<file path="src/rtl/bottsum_pkg.sv">
// Shared types and constants for the BCD sum counter sequencer.
// State encoding here is the one exported on state_o.
package bottsum_pkg;

   localparam int         BCD_W         = 4;
   localparam int         CLR_PULSES    = 2;
   localparam logic [7:0] LIMIT_BCD_DEF = 8'h99;

   typedef enum logic [2:0] {
      ST_IDLE     = 3'd0,
      ST_RUN      = 3'd1,
      ST_PAUSE    = 3'd2,
      ST_OVER     = 3'd3,
      ST_CLR1     = 3'd4,
      ST_CLR_GAP  = 3'd5,
      ST_CLR2     = 3'd6,
      ST_CLR_WAIT = 3'd7
   } state_e;

   function automatic logic is_clr_state(input state_e s);
      return (s == ST_CLR1) || (s == ST_CLR_GAP) || (s == ST_CLR2) || (s == ST_CLR_WAIT);
   endfunction

endpackage

</file>
<file path="src/rtl/bottsum_ctrl_prescaler.sv">
// Tick prescaler: counts 0..TICK_DIV-1 while enabled, pulses tick_o on the
// terminal count and wraps; clr_i forces the count back to zero.
module tick_prescaler #(
   parameter int TICK_DIV = 4
) (
   input  logic clk,
   input  logic rst_n,
   input  logic en_i,
   input  logic clr_i,
   output logic tick_o
);

   localparam int            CW = (TICK_DIV > 1) ? $clog2(TICK_DIV) : 1;
   localparam logic [CW-1:0] TC = CW'(TICK_DIV - 1);

   logic [CW-1:0] cnt_q;
   logic [CW-1:0] cnt_d;

   always_comb begin
      cnt_d = cnt_q;
      if (clr_i) begin
         cnt_d = '0;
      end else if (en_i) begin
         cnt_d = (cnt_q == TC) ? '0 : cnt_q + 1'b1;
      end
   end

   always_ff @(posedge clk or negedge rst_n) begin
      if (!rst_n) begin
         cnt_q <= '0;
      end else begin
         cnt_q <= cnt_d;
      end
   end

   assign tick_o = en_i && !clr_i && (cnt_q == TC);

endmodule

</file>
<file path="src/rtl/bottsum_ctrl.sv">
// Sequencer for the two-digit BCD sum counter: run/pause/over control, tick
// timing and the two-pulse clear handshake. Optional macro: BOTTSUM_AUTO_CLEAR_EN.
module bottsum_ctrl
   import bottsum_pkg::*;
#(
   parameter int         TICK_DIV   = 50_000_000,
   parameter logic [7:0] LIMIT_BCD  = LIMIT_BCD_DEF,
   parameter int         CLR_TMO    = 8,
   parameter int         HOLD_TICKS = 3
) (
   input  logic             clk,
   input  logic             reset,
   input  logic             btn_start,
   input  logic             btn_stop,
   input  logic             btn_clr,
   input  logic [BCD_W-1:0] num3_1,
   input  logic [BCD_W-1:0] num2_1,
   input  logic             change,
   output logic             cnt_start,
   output logic             cnt_allow_start,
   output logic             cnt_stop,
   output logic             cnt_over,
   output logic [2:0]       state_o,
   output logic             clr_err
);

   // One wait counter serves both the clear timeout and the OVER hold period.
   localparam int            WAIT_MAX  = (CLR_TMO > HOLD_TICKS) ? CLR_TMO : HOLD_TICKS;
   localparam int            WW        = $clog2(WAIT_MAX + 1);
   localparam logic [WW-1:0] TMO_LAST  = WW'(CLR_TMO - 1);
`ifdef BOTTSUM_AUTO_CLEAR_EN
   localparam logic [WW-1:0] HOLD_LAST = WW'(HOLD_TICKS - 1);
`endif

   state_e        state_q, state_d;
   logic [WW-1:0] wait_q, wait_d;
   logic          clr_err_q, clr_err_d;
   logic          clr_pend_q, clr_pend_d;
   logic          start_q, start_d;
   logic          allow_q, allow_d;
   logic          stop_q, stop_d;
   logic          over_q, over_d;

   logic ps_en;
   logic ps_clr;
   logic tick;
   logic tick_out;
   logic clr_req;
   logic at_limit;

   tick_prescaler #(
      .TICK_DIV(TICK_DIV)
   ) u_prescaler (
      .clk   (clk),
      .rst_n (reset),
      .en_i  (ps_en),
      .clr_i (ps_clr),
      .tick_o(tick)
   );

   assign at_limit = ({num3_1, num2_1} == LIMIT_BCD);
   // A clear arriving while a tick pulse is on the wire is deferred one
   // cycle so cnt_start never stays high on two consecutive cycles.
   assign clr_req  = btn_clr || clr_pend_q;

   always_comb begin
      state_d    = state_q;
      wait_d     = wait_q;
      clr_err_d  = clr_err_q;
      clr_pend_d = 1'b0;
      tick_out   = 1'b0;
      ps_en      = 1'b0;
      ps_clr     = 1'b0;

      if (!is_clr_state(state_q)) begin
         clr_pend_d = clr_req && start_q;
         if (btn_start) begin
            clr_err_d = 1'b0;
         end
      end

      case (state_q)
         ST_IDLE: begin
            ps_clr = 1'b1;
            if (clr_req) begin
               if (!start_q) state_d = ST_CLR1;
            end else if (btn_start && !btn_stop) begin
               state_d = ST_RUN;
            end
         end
         ST_RUN: begin
            ps_en = 1'b1;
            if (clr_req) begin
               if (!start_q) state_d = ST_CLR1;
            end else if (tick && at_limit) begin
               state_d = ST_OVER;
            end else begin
               tick_out = tick;
               if (btn_stop) state_d = ST_PAUSE;
            end
         end
         ST_PAUSE: begin
            if (clr_req) begin
               if (!start_q) state_d = ST_CLR1;
            end else if (btn_start && !btn_stop) begin
               state_d = ST_RUN;
            end
         end
         ST_OVER: begin
`ifdef BOTTSUM_AUTO_CLEAR_EN
            ps_en = 1'b1;
            if (clr_req) begin
               if (!start_q) state_d = ST_CLR1;
            end else if (tick) begin
               if (wait_q == HOLD_LAST) state_d = ST_CLR1;
               else                     wait_d  = wait_q + 1'b1;
            end
`else
            if (clr_req && !start_q) state_d = ST_CLR1;
`endif
         end
         ST_CLR1: begin
            ps_clr  = 1'b1;
            state_d = ST_CLR_GAP;
         end
         ST_CLR_GAP: begin
            ps_clr  = 1'b1;
            state_d = ST_CLR2;
         end
         ST_CLR2: begin
            ps_clr  = 1'b1;
            state_d = change ? ST_IDLE : ST_CLR_WAIT;
         end
         ST_CLR_WAIT: begin
            ps_clr = 1'b1;
            if (change) begin
               state_d = ST_IDLE;
            end else if (wait_q == TMO_LAST) begin
               state_d   = ST_IDLE;
               clr_err_d = 1'b1;
            end else begin
               wait_d = wait_q + 1'b1;
            end
         end
         default: state_d = ST_IDLE;
      endcase

      if (state_d != state_q) begin
         wait_d = '0;
      end

      // Outputs are registered from the next state so they line up with state_o.
      start_d = tick_out || (state_d == ST_CLR1) || (state_d == ST_CLR2);
      allow_d = start_d;
      stop_d  = (state_d == ST_CLR1) || (state_d == ST_CLR2);
      over_d  = (state_d == ST_OVER);
   end

   always_ff @(posedge clk or negedge reset) begin
      if (!reset) begin
         state_q    <= ST_IDLE;
         wait_q     <= '0;
         clr_err_q  <= 1'b0;
         clr_pend_q <= 1'b0;
         start_q    <= 1'b0;
         allow_q    <= 1'b0;
         stop_q     <= 1'b0;
         over_q     <= 1'b0;
      end else begin
         state_q    <= state_d;
         wait_q     <= wait_d;
         clr_err_q  <= clr_err_d;
         clr_pend_q <= clr_pend_d;
         start_q    <= start_d;
         allow_q    <= allow_d;
         stop_q     <= stop_d;
         over_q     <= over_d;
      end
   end

   assign cnt_start       = start_q;
   assign cnt_allow_start = allow_q;
   assign cnt_stop        = stop_q;
   assign cnt_over        = over_q;
   assign state_o         = state_q;
   assign clr_err         = clr_err_q;

endmodule
</file>
<file path="config.mk">
export PLATFORM = sky130hd
export DESIGN_NAME = bottsum_ctrl
export DESIGN_NICKNAME = d
export VERILOG_FILES = /design/src/rtl/bottsum_pkg.sv /design/src/rtl/bottsum_ctrl_prescaler.sv /design/src/rtl/bottsum_ctrl.sv
export SDC_FILE = /design/constraint.sdc
export NUM_CORES = 1
export LEC_CHECK = 0
export ABC_AREA = 1
export BUFFER_PORTS_ARGS = -buffer_cell sky130_fd_sc_hd__buf_2
export CAP_MARGIN = 20
export CORE_ASPECT_RATIO = 0.9
export CORE_MARGIN = 8
export CORE_UTILIZATION = 59
export DETAILED_ROUTE_END_ITERATION = 7
export HOLD_SLACK_MARGIN = 0.03
export PLACE_DENSITY = 0.8
export SYNTH_ARGS = -nofsm -noshare
export SYNTH_HDL_FRONTEND = slang
export SYNTH_HIERARCHICAL = 1
export SYNTH_SLANG_ARGS = --single-unit
</file>
<file path="constraint.sdc">
create_clock -name clk -period 2.6 [get_ports clk]
set_input_delay 0.52 -clock clk [delete_from_list [all_inputs] [get_ports clk]]
set_output_delay 0.52 -clock clk [all_outputs]
set_load 0.05 [all_outputs]
</file>
==> results of run 1 <==
worst max-delay path, cell delays in order (launching register included):
cell and delay (ps):
dfrtp_1 470, inv_2 90, nor2_2 140, nand2_2 110, inv_1 100, inv_1 50, nor2_2 160, inv_1 110
nor2_1 160, nand3_1 150, nand2_1 80, nand2_1 50, nand2_1 100, nand2_2 90, nand2_1 70, nand2_1 60
nand3_2 110, nor2_1 50
path summary, 6_finish.rpt:
check / from / to / slack, ps / depth (start not counted)
max: state_o[0]$_DFF_PN0_ / wait_q[2]$_DFFE_PN0P_ / 310 / 17
min: reset / cnt_stop$_DFF_PN0_ / 340 / 1
max reg2reg: state_o[0]$_DFF_PN0_ / wait_q[2]$_DFFE_PN0P_ / 310 / 17
min reg2reg: clr_err$_DFF_PN0_ / clr_err$_DFF_PN0_ / 510 / 2
max in group asynchronous: reset / u_prescaler/cnt_q[20]$_DFFE_PN0P_ / 1700 / 1
min in group clk: clr_err$_DFF_PN0_ / clr_err$_DFF_PN0_ / 510 / 2
power by group:
part	internal (W)	switching [W]
Combinational	0.000226	0.000680
Sequential	0.000648	0.0000704
Clock	0.000185	0.000199
layer usage:
metal | wire [um] | GRT usage [%] | vias up
met1 | 2590 | 23.2 | 1027
met5 | 0 | 0 | -
li1 | - | - | 1149
met4 | 48 | 7.87 | 0
met3 | 312 | 2.99 | 2
met2 | 2610 | 28.2 | 77
flip-flops by register name, indices dropped and copies added, names as in the netlist:
register and cells:
cnt_over 1, state_o 3, cnt_allow_start 1, clr_err 1, wait_q 4, clr_pend_q 1, cnt_stop 1, u_prescaler/cnt_q 26
Yosys cell counts, types with 2 or more instances:
master   number  area share (%)
nor2_1       40             5.8
nor2_4        9             3.9
o21ai_1      11             2.1
nor2_2        4            0.96
nand2_2      10             2.4
o21ai_0       8             1.5
a31oi_1       2            0.48
xnor2_1       3             1.0
dfrtp_1      38              36
nand3_2       2            0.77
nand2_4       3             1.3
o21ai_2       5             1.7
nand3_1      25             4.8
buf_4         2            0.58
a21oi_1       6             1.2
ha_1          2            0.96
o22ai_2       5             2.4
nor3_1        2            0.38
nand3_4       2             1.3
xor2_1       11             3.7
nand4_1       6             1.4
inv_1        39             5.6
nand2_1      98              14
inv_2         8             1.2
logic make-up after synthesis:
kind of cell	Yosys count	synth area share, %
AO/OA/AOI/OAI	40	10.3
XOR/XNOR	14	4.70
flip-flops	38	36.5
AND/OR/NAND/NOR	203	38.2
adder cells (fa/ha/maj)	2	0.960
buffers and inverters	54	9.40
layout make-up:
type	count	area [um2]	share of cell area [%]
sequential	38	951	33.8
tap	62	77.6	2.75
multi-input combinational	259	1410	50.2
clock buffer	7	76.3	2.71
timing repair buffer	22	113	4.00
inverter	49	185	6.57
metrics by stage:
| step | hold WS (ps) | area [um2] | std cells | power (W) |
|---|---|---|---|---|
| global route | 418 | 2820 | 437 | 0.00215 |
| floorplan | 224 | 2610 | 351 | 0.00144 |
| CTS | 374 | 2810 | 437 | 0.00202 |
| detailed placement | 498 | 2740 | 430 | 0.00164 |
| finish | 339 | 2820 | 437 | 0.00201 |
| global placement | 466 | 2740 | 430 | 0.00163 |
==> impl_metrics.env, run 1 <==
export IMPL_status="finished clean"
export IMPL_finalSetupViolations=0
export IMPL_max_freq_mhz=437
export IMPL_fill_cells=376
export IMPL_cp_required_ps=2770
export IMPL_fp_dieArea_um2=6810
export IMPL_vdd_drop_max_v=0.000981
export IMPL_cts_resized=0
export IMPL_timing_slew_headroom_pct=42.4
export IMPL_layout_setup_ws_ps=309
export IMPL_cts_made_buffers=5
export IMPL_routed_via_density=5.16
export IMPL_hold_buffers=0
export IMPL_drc=0
export IMPL_portBuffers=21
export IMPL_layout_commonest_cell="nand2_1"
export IMPL_clock_latency_ps=280
export IMPL_clkSlewWorstSetupHoldPaths_ps=70
export IMPL_final_layout_size_suffix_gt1_share_pct=21.1
export IMPL_grt_pass1_wl_mm=9.82
export IMPL_hold_viol_final=0
export IMPL_crit_path_end_kind="register"
export IMPL_synth_area_um2=2610
export IMPL_grt_usage_pct=17.8
export IMPL_first_pass_iters=4
export IMPL_finalWeightedCongestion=0.901
export IMPL_gr_total_overflow=0
export IMPL_drtAntennaViolNets=0
export IMPL_antenna_found_initial=0
export IMPL_wl_mm=5.56
export IMPL_avgSynthCellArea_um2=7.43
export IMPL_cp_arrival_ps=2460
export IMPL_clockBufferDepth=2
export IMPL_cts_root_buf="clkbuf_8"
export IMPL_fin_crit_sh_pct=88.1
export IMPL_layout_common_cells="nand2_1 (98), inv_1 (39), nor2_1 (39), dfrtp_1 (38), nand3_1 (25)"
export IMPL_ys_warn_count=6
export IMPL_synth_async_reset_ratio_pct=100
export IMPL_vias=2255
export IMPL_dp_hpwl_mm=4.16
export IMPL_wl_per_cell_um=12.7
export IMPL_synth_seq_cells=38
export IMPL_seq_area_frac_synth_pct=36.5
export IMPL_area_growth_pct=8.01
export IMPL_htree_levels=2
export IMPL_max_cap_violations=0
export IMPL_cts_tree="yes"
export IMPL_final_util_pct=64.8
export IMPL_place_ws_ps=244
export IMPL_pin_count=22
export IMPL_drt_iter0_markers=142
export IMPL_grt_max_degree=39
export IMPL_tns_ps=0
export IMPL_postCtsSetupBuffers=0
export IMPL_power_density_nw_per_um2=713
export IMPL_min_path_type="input port to async pin"
export IMPL_crit_fanout=7
export IMPL_final_nets=391
export IMPL_crit_type="register to register"
export IMPL_syn_inst=351
export IMPL_die_w_um=86.1
export IMPL_clkSinkCount=38
export IMPL_fin_skew_ps=5.16
export IMPL_grt_pass1_vias=2226
export IMPL_p_leak_nw=1.32
export IMPL_synth_edf_count=0
export IMPL_layout_min_cycle_time_ps=2290
export IMPL_n_antenna_cell=0
export IMPL_synthDistinctLibCells=34
export IMPL_tightest_slew_ps=864
export IMPL_syn_num_nets=367
export IMPL_ys_flop_type="dfrtp_1"
export IMPL_maxSlewViolCount=0
export IMPL_rsz0062_at_grt="false"
export IMPL_start_util_pct=60.0
export IMPL_cp_start_kind="register"
export IMPL_num_rows=23
export IMPL_coreArea_um2=4350
export IMPL_die_h_um=79.1
(Power assumes the default switching activity.)
==> inputs of run 2 (changes only) <==
- CAP_MARGIN: 20 -> unset
- clock period: 2.6 -> 2.3 ns (I/O delays scaled with it)
==> impl_metrics.env, run 2 (synthesized netlist as in run 1, its figures left out) <==
export IMPL_drtAntennaViolNets=0
export IMPL_finalSetupViolations=0
export IMPL_p_comb_share_pct=46.9
export IMPL_antenna_found_initial=0
export IMPL_holdWs_ps=45.2
export IMPL_wl_mm=5.85
export IMPL_clkPwrFrac_pct=20.0
export IMPL_p_sw_share_pct=46.5
export IMPL_grt_pass1_wl_mm=10.2
export IMPL_drc=0
export IMPL_max_freq_mhz=480
export IMPL_grt_pass1_vias=2281
export IMPL_status="finished clean"
export IMPL_path_cells="ha_2 > nand2_2 > nor2_4 > nand3_2 > nor2_4 > inv_2 > nor2_2 > nand3_1 > nand2_1 > nand2_1 > nand2_1 > nand2_2 > nand2_1 > nand2_1 > clkinv_1 > nand3_2 > nor2_1"
export IMPL_cp_depth=17
export IMPL_die_h_um=79.1
export IMPL_portBuffers=21
export IMPL_layout_commonest_cell="nand2_1"
export IMPL_fp_dieArea_um2=6810
export IMPL_power_density_nw_per_um2=829
export IMPL_vdd_drop_max_v=0.000915
export IMPL_dp_hpwl_mm=4.35
export IMPL_start_util_pct=60.0
export IMPL_clkSlewWorstSetupHoldPaths_ps=80
export IMPL_max_cap_violations=0
export IMPL_worstReg2RegStart="u_prescaler/cnt_q[0]$_DFFE_PN0P_"
export IMPL_cp_num_buf_inv=2
export IMPL_layout_setup_ws_ps=215
export IMPL_fin_crit_sh_pct=90.7
export IMPL_wl_met2_mm=2.75
export IMPL_pin_count=22
export IMPL_critPathSlowestCell="dfrtp_2"
export IMPL_pwr_share_seq_pct=33.1
export IMPL_gr_total_overflow=0
export IMPL_drt_iter0_markers=180
export IMPL_max_stage_delay_ps=410
export IMPL_fin_skew_ps=3.82
export IMPL_min_path_type="input port to async pin"
export IMPL_largest_register_ffs=26
export IMPL_timing_reg2reg_setup_slack_ps=210
export IMPL_hold_viol_final=0
export IMPL_met1Wirelength_mm=2.75
export IMPL_clockBufferDepth=2
export IMPL_p_sw_w=0.00113
export IMPL_cts_tree="yes"
export IMPL_tightest_slew_ps=377
export IMPL_grt_usage_pct=18.6
export IMPL_p_leak_nw=1.37
export IMPL_area_growth_pct=12.2
export IMPL_vias=2349
export IMPL_timing_slew_headroom_pct=74.8
export IMPL_setup_worst_path_start="u_prescaler/cnt_q[0]$_DFFE_PN0P_"
export IMPL_r2r_end="wait_q[2]$_DFFE_PN0P_"
export IMPL_cp_required_ps=2530
export IMPL_clkSinkCount=38
export IMPL_layout_min_cycle_time_ps=2090
export IMPL_top_layer="met4"
export IMPL_die_w_um=86.1
export IMPL_first_pass_iters=5
export IMPL_path_delay_family="simple AND/OR/NAND/NOR gates"
export IMPL_p_int_w=0.00130
export IMPL_fill_cells=371
export IMPL_endpoint="wait_q[2]$_DFFE_PN0P_"
export IMPL_cts_root_buf="clkbuf_8"
export IMPL_wl_met3_um=266
export IMPL_htree_levels=2
export IMPL_coreArea_um2=4350
export IMPL_grt_max_degree=17
export IMPL_maxSlewViolCount=0
export IMPL_layout_common_cells="nand2_1 (98), inv_1 (38), nor2_1 (37), dfrtp_1 (35), nand3_1 (25)"
export IMPL_rr_worst_depth=17
export IMPL_crit_type="register to register"
export IMPL_routed_via_density=5.24
export IMPL_cp_arrival_ps=2310
export IMPL_cts_made_buffers=5
export IMPL_final_nets=401
export IMPL_num_rows=23
export IMPL_crit_fanout=5
export IMPL_n_antenna_cell=0
export IMPL_clock_latency_ps=290
export IMPL_final_layout_size_suffix_gt1_share_pct=25.6
export IMPL_place_ws_ps=108
export IMPL_cp_start_kind="register"
export IMPL_finalWeightedCongestion=0.876
export IMPL_wl_per_cell_um=13.1
export IMPL_hold_buffers=0
export IMPL_rsz0062_at_grt="false"
export IMPL_largest_register="u_prescaler/cnt_q"
export IMPL_tns_ps=0
export IMPL_crit_path_end_kind="register"
export IMPL_crit_top_cell="nand2_1"
==> run 2: routing by layer <==
layer  track usage (%)  vias to the layer above
met3              2.99                       10
li1                  -                     1174
met1              24.3                     1104
met2              30.0                       61
met5                 0                        -
met4              7.52                        0
==> run 2: worst min path at each step <==
stage | cells after the start | to | startpoint | slack (ps)
after floorplan | 0 | clr_err$_DFF_PN0_ | reset | 160
after detailed placement | 1 | u_prescaler/cnt_q[2]$_DFFE_PN0P_ | reset | 370
after CTS | 1 | u_prescaler/cnt_q[2]$_DFFE_PN0P_ | reset | 50
after global placement | 1 | u_prescaler/cnt_q[2]$_DFFE_PN0P_ | reset | 360
after global routing | 1 | u_prescaler/cnt_q[16]$_DFFE_PN0P_ | reset | 60
final | 1 | u_prescaler/cnt_q[2]$_DFFE_PN0P_ | reset | 50
==> run 2: layout make-up <==
type | instances | area, um2 | share of cell area [%]
clock buffers | 6 | 82.6 | 2.82
clock inverters | 2 | 12.5 | 0.428
inverters | 49 | 185 | 6.33
multi-input cells | 259 | 1430 | 48.7
flip-flops and latches | 38 | 955 | 32.6
well taps | 62 | 77.6 | 2.65
repair buffers | 32 | 188 | 6.41
==> run 2: power groups by stage <==
stage          sequential, W  clock [W]  combinational (W)
2_1_floorplan       0.000985          0           0.000646
3_3_place_gp        0.000811          0            0.00107
3_5_place_dp        0.000808          0            0.00110
4_1_cts             0.000799   0.000494            0.00109
5_1_grt             0.000808   0.000528            0.00126
6_report            0.000802   0.000485            0.00114
==> run 2: stage by stage <==
stage / area, um2 / instances / total power (W) / utilization, %
6_report: 2930 / 448 / 0.00243 / 67.3
4_1_cts: 2890 / 445 / 0.00239 / 66.4
2_1_floorplan: 2610 / 351 / 0.00163 / -
3_5_place_dp: 2790 / 437 / 0.00190 / 64.2
5_1_grt: 2930 / 448 / 0.00260 / 67.3
3_3_place_gp: 2790 / 437 / 0.00188 / 64.2
==> run 2: repair_timing <==
| item | 4_1_cts | 5_1_grt |
|---|---|---|
| setup endpoints to repair | 0 | 5 |
| setup buffers | 0 | 3 |
| resized for setup | 0 | 8 |
